===== src/rtl/jtag_ahb_dr.sv =====
// JTAG data register that bridges a serial TAP scan chain to a single outstanding
// AHB-style bus request, with status capture and a sticky error flag.
module jtag_ahb_dr #(
  parameter int ADDR_W = 32,
  parameter int DATA_W = 32
) (
  input  logic              TCK,
  input  logic              TRST,
  input  logic              reset,
  input  logic              ahb_select,
  input  logic              dr_capture,
  input  logic              dr_shift,
  input  logic              dr_update,
  input  logic              TDI,
  output logic              TDO,
  output logic              enable,
  output logic              req,
  output logic              req_write,
  output logic [ADDR_W-1:0] req_addr,
  output logic [DATA_W-1:0] req_wdata,
  input  logic              ack,
  input  logic              ack_err,
  input  logic [DATA_W-1:0] ack_rdata,
  output logic              busy
);

  localparam int DR_W  = ADDR_W + DATA_W + 2;
  localparam int CNT_W = $clog2(DR_W + 2);
  localparam logic [CNT_W-1:0] CNT_FULL = CNT_W'(DR_W);
  localparam logic [CNT_W-1:0] CNT_MAX  = CNT_W'(DR_W + 1);

  typedef enum logic {IDLE, BUSY} state_t;

  state_t            state, state_next;
  logic [DR_W-1:0]   sr;
  logic [CNT_W-1:0]  count;
  logic              sticky;
  logic [DATA_W-1:0] rdata_last;

  logic do_capture, do_shift, do_update;
  logic len_err, go_update, accept, overrun, ack_done, set_sticky;

  assign TDO    = ahb_select ? sr[0] : 1'b0;
  assign enable = ahb_select & dr_update;

  // Strobe decode with capture > shift > update priority; all strobes need ahb_select.
  always_comb begin
    do_capture = ahb_select & dr_capture;
    do_shift   = ahb_select & ~dr_capture & dr_shift;
    do_update  = ahb_select & ~dr_capture & ~dr_shift & dr_update;
    len_err    = do_update & (count != CNT_FULL);
    go_update  = do_update & (count == CNT_FULL) & sr[0];
    accept     = go_update & (state == IDLE);
    overrun    = go_update & (state == BUSY);
    ack_done   = (state == BUSY) & ack;
    set_sticky = len_err | overrun | (ack_done & ack_err);
  end

  always_comb begin
    state_next = state;
    case (state)
      IDLE:    if (accept) state_next = BUSY;
      BUSY:    if (ack)    state_next = IDLE;
      default: state_next = IDLE;
    endcase
  end

  always_ff @(posedge TCK or negedge TRST) begin
    if (!TRST)      state <= IDLE;
    else if (reset) state <= IDLE;
    else            state <= state_next;
  end

  // A set event in the capture cycle wins over the capture's clear of sticky.
  always_ff @(posedge TCK or negedge TRST) begin
    if (!TRST) begin
      sr         <= '0;
      count      <= '0;
      sticky     <= 1'b0;
      rdata_last <= '0;
      req        <= 1'b0;
      busy       <= 1'b0;
      req_write  <= 1'b0;
      req_addr   <= '0;
      req_wdata  <= '0;
    end else if (reset) begin
      sr         <= '0;
      count      <= '0;
      sticky     <= 1'b0;
      rdata_last <= '0;
      req        <= 1'b0;
      busy       <= 1'b0;
      req_write  <= 1'b0;
      req_addr   <= '0;
      req_wdata  <= '0;
    end else begin
      if (do_capture) begin
        sr    <= {rdata_last, req_addr, sticky, busy};
        count <= '0;
      end else if (do_shift) begin
        sr <= {TDI, sr[DR_W-1:1]};
        if (count != CNT_MAX) count <= count + 1'b1;
      end
      if (accept) begin
        req_write <= sr[1];
        req_addr  <= sr[ADDR_W+1:2];
        req_wdata <= sr[DR_W-1:ADDR_W+2];
      end
      if (ack_done && !req_write) rdata_last <= ack_rdata;
      sticky <= (sticky & ~do_capture) | set_sticky;
      req    <= (state_next == BUSY);
      busy   <= (state_next == BUSY);
    end
  end

endmodule


===== config.mk =====
export PLATFORM = sky130hd
export DESIGN_NAME = jtag_ahb_dr
export DESIGN_NICKNAME = d
export VERILOG_FILES = /design/src/rtl/jtag_ahb_dr.sv
export SDC_FILE = /design/constraint.sdc
export NUM_CORES = 1
export LEC_CHECK = 0
export ABC_AREA = 1
export BUFFER_PORTS_ARGS = -buffer_cell sky130_fd_sc_hd__clkbuf_2
export CAP_MARGIN = 10
export CORE_UTILIZATION = 55
export DETAILED_ROUTE_END_ITERATION = 8
export MAX_ROUTING_LAYER = met4
export PLACE_DENSITY = 0.75
export SYNTH_ARGS = -nofsm -noshare
export SYNTH_HDL_FRONTEND = slang
export SYNTH_SLANG_ARGS = --single-unit

===== constraint.sdc =====
create_clock -name TCK -period 1.9 [get_ports TCK]
set_input_delay 0.38 -clock TCK [delete_from_list [all_inputs] [get_ports TCK]]
set_output_delay 0.38 -clock TCK [all_outputs]
set_load 0.02 [all_outputs]

==> results by group <==
Run status
  – Status: finished, final reports clean

Global routing
  – GRT Util Overall: 0.282
  – Vias in the first global route: 6202
  – Grt ovf: 0
  – Initial antenna violation count: 0
  – First-pass GRT wire length: ~31 mm
  – Largest net degree at the start of global routing: 77

Yosys
  – Post-synth cell types: 23
  – Syn_nets: 937
  – Post-synth ARST share: 1.00
  – Yosys top cell by area: dfrtp_1
  – FF+latch count, synth: 172
  – Top FF cell, synth: dfrtp_1
  – Area share of the largest cell type after synthesis: 0.549
  – Synth top area cells: dfrtp_1 55%, nand2_1 7.8%, nand3_1 6.8%
  – Post-synth EDFFs: 0
  – Avg Cell Area, Syn: 8.79 um^2
  – Count leader, synth: dfrtp_1
  – Seq/Total Area, Yosys: 0.549
  – Mapped cell area: between 7000 and 8000 um^2
  – Cells after synthesis: 893
  – Post-synth top cells: 172 x dfrtp_1, 163 x nand2_1, 111 x inv_1
  – Synth warn: 0

Drt
  – DRT antenna net count: 0
  – Drt pass-1 iters: 5
  – Drt initial violations: between 600 and 700
  – Post-Route WL: 18.6 mm
  – Vias: 6649
  – Vias per cell: roughly 5.7
  – DRC: 0
  – DR WL/cell: 15.9 um

Placement
  – Dpl hpwl: roughly 11 mm
  – Post-Place Setup Slack: 217 ps
  – Buffers on Ports: 110
  – GP Congestion: 0.867

STA
  – Max Transition Viols Final: 0
  – Slew @ Worst Pin: 461 ps
  – Setup violators final: 0
  – WHS: 186 ps
  – Post-layout min period: 1650 ps
  – Setup TNS: 0 ps
  – Crit share post-route: 0.869
  – RSZ-0062 raised after global routing: no
  – Fmax: 0.605 GHz
  – Rel. slew slack: 0.693
  – Final WS setup: 248 ps
  – Clk_skew: 7.91 ps
  – Final Hold Fails: 0

Floorplanning
  – # IOs: 111
  – CORE AREA: between 10000 and 15000 um^2
  – Die W: 121 um
  – FP Rows: 43
  – Initial Util: 0.565
  – Die area: 14700 um^2
  – Die height: 121 um

Power and ir drop
  – Pwr Density: approximately 830 nW/um^2
  – Combinational power share: 0.069
  – Leakage: 4.72 nW
  – Net Sw Power: 0.00175 W
  – Power, Total: 0.00759 W
  – Int Pwr: 0.00583 W
  – Switching portion of total power: 0.231
  – Peak supply drop: 0.607 mV
  – Clock Power Share: 0.434
  – Reg power frac: 0.496

Critical path
  – Startpoint Class: flip-flop
  – CP delay by family, top: flip-flops
  – CP max stage delay: approximately 570 ps
  – Crit-path cells: clkbuf_2
  – RR Startpoint: count[0]
  – Critical Path Source: busy
  – CP max stage cell: dfrtp_1
  – Crit Path Class: flip-flop to output pin
  – Crit Path Max Fanout: 8
  – Crit path DAT: 1270 ps
  – Worst Setup EP: req
  – Crit path depth: 1
  – Crit. End Element: output pin
  – R2R Path End: req_wdata[5]
  – WP buf/inv: 1
  – Reg2Reg Setup Slack: 250 ps
  – Reg2reg path depth: 8
  – Worst Path Required: 1520 ps

Layout
  – Finished Core Util: 0.662
  – Fillcell total: 1163
  – Area grow syn2layout: 17.2%
  – Share of layout cells above drive strength 1: 0.182
  – Post-layout net count: 1020
  – Ant diodes: 0

CTS
  – Clock Path Buffers: 2
  – TritonCTS Sinks: ~170
  – Root buffer cell: clkbuf_16
  – Post-CTS Resized: 0
  – CTS tree: done
  – H-tree depth: 4
  – Setup Buffers After CTS: 0
  – Total CTS buffers: 17
  – Reg clk slew, reported paths: 60 ps
  – Skew-Pair Late Insertion Delay: 430 ps

Run
  – Max Cap Violations: 0

Hold path
  – Hold Path Class: input pin to flip-flop
-- routing by layer --
layer | GRT usage | share of wire
met1 | 0.398 | 0.47
met2 | 0.414 | 0.47
met3 | 0.0508 | 0.047
met4 | 0.0918 | 0.014
met5 | - | 0
-- logic make-up after synthesis --
family | count (synthesis) | synth area share
and+or+nand+nor | 354 | 0.212
buffers and inverters | 190 | 0.103
AOI/OAI and AO/OA | 175 | 0.133
DFF | 172 | 0.549
adders and majority gates | 2 | 0.00319
-- flip-flops by register name (all words and copies together) (netlist names) --
name / flops
sr: 66
rdata_last: 32
req_addr: 32
req_wdata: 32
count: 7
busy: 1
req_write: 1
sticky: 1
-- what timing repair did --
action / in CTS / in global routing
hold buffers: 1 / 0
endpoints found under the hold margin: 40 / 0
endpoints found under the setup margin: 0 / 0
-- placed cells by master, fill, tap and decap left out, types with 2 or more instances in the layout --
cell type	Yosys	layout
nor2_4	1	2
nand3_1	106	105
nand2_1	163	162
nand3_2	1	2
buf_4	10	16
o211ai_1	66	66
nor2_1	10	9
nor2_2	2	2
o21ai_1	11	11
buf_12	0	11
clkinvlp_4	0	2
clkbuf_2	0	109
inv_2	5	5
a21oi_1	2	2
bufinv_16	0	2
clkbuf_16	0	17
nand4_1	69	69
dfrtp_1	172	172
clkinv_2	0	4
o21ai_0	95	94
ha_1	2	2
clkbuf_1	36	4
inv_1	111	110
-- area by class of cell --
class                           instances  area (um^2)  share of cell area
Clock buffer                           22          454              0.0494
Clock inverter                          8         95.1              0.0103
Inverter                              116          438              0.0476
Multi-Input combinational cell        531         2770               0.301
Sequential cell                       172         4300               0.468
Tap cell                              180          225              0.0245
Timing Repair Buffer                  138          907              0.0987
-- worst min-delay path by stage --
stage	start	to	slack (ps)	cells past startpoint
2_1_floorplan	TRST	busy	80	0
3_3_place_gp	TRST	req_addr[8]	360	1
3_5_place_dp	TRST	req_addr[7]	350	1
4_1_cts	ack_rdata[26]	rdata_last[26]	180	3
5_1_grt	ack_rdata[17]	rdata_last[17]	180	3
6_report	ack_rdata[26]	rdata_last[26]	190	3
-- stage by stage --
stage | instance area (um^2) | instances
floorplan | 7850 | 893
global placement | 8630 | 1136
detailed placement | 8630 | 1136
CTS | 9190 | 1167
global route | 9190 | 1167
finish | 9190 | 1167
-- power groups by stage --
stage / Combinational [W] / Clock (W) / Sequential [W]
2_1_floorplan: 0.000281 / 0 / 0.00382
3_3_place_gp: 0.000519 / 0 / 0.00383
3_5_place_dp: 0.000525 / 0 / 0.00383
4_1_cts: 0.000533 / 0.00335 / 0.00377
5_1_grt: 0.000596 / 0.00351 / 0.00377
6_report: 0.000526 / 0.00330 / 0.00377
(Power assumes the default switching activity.)
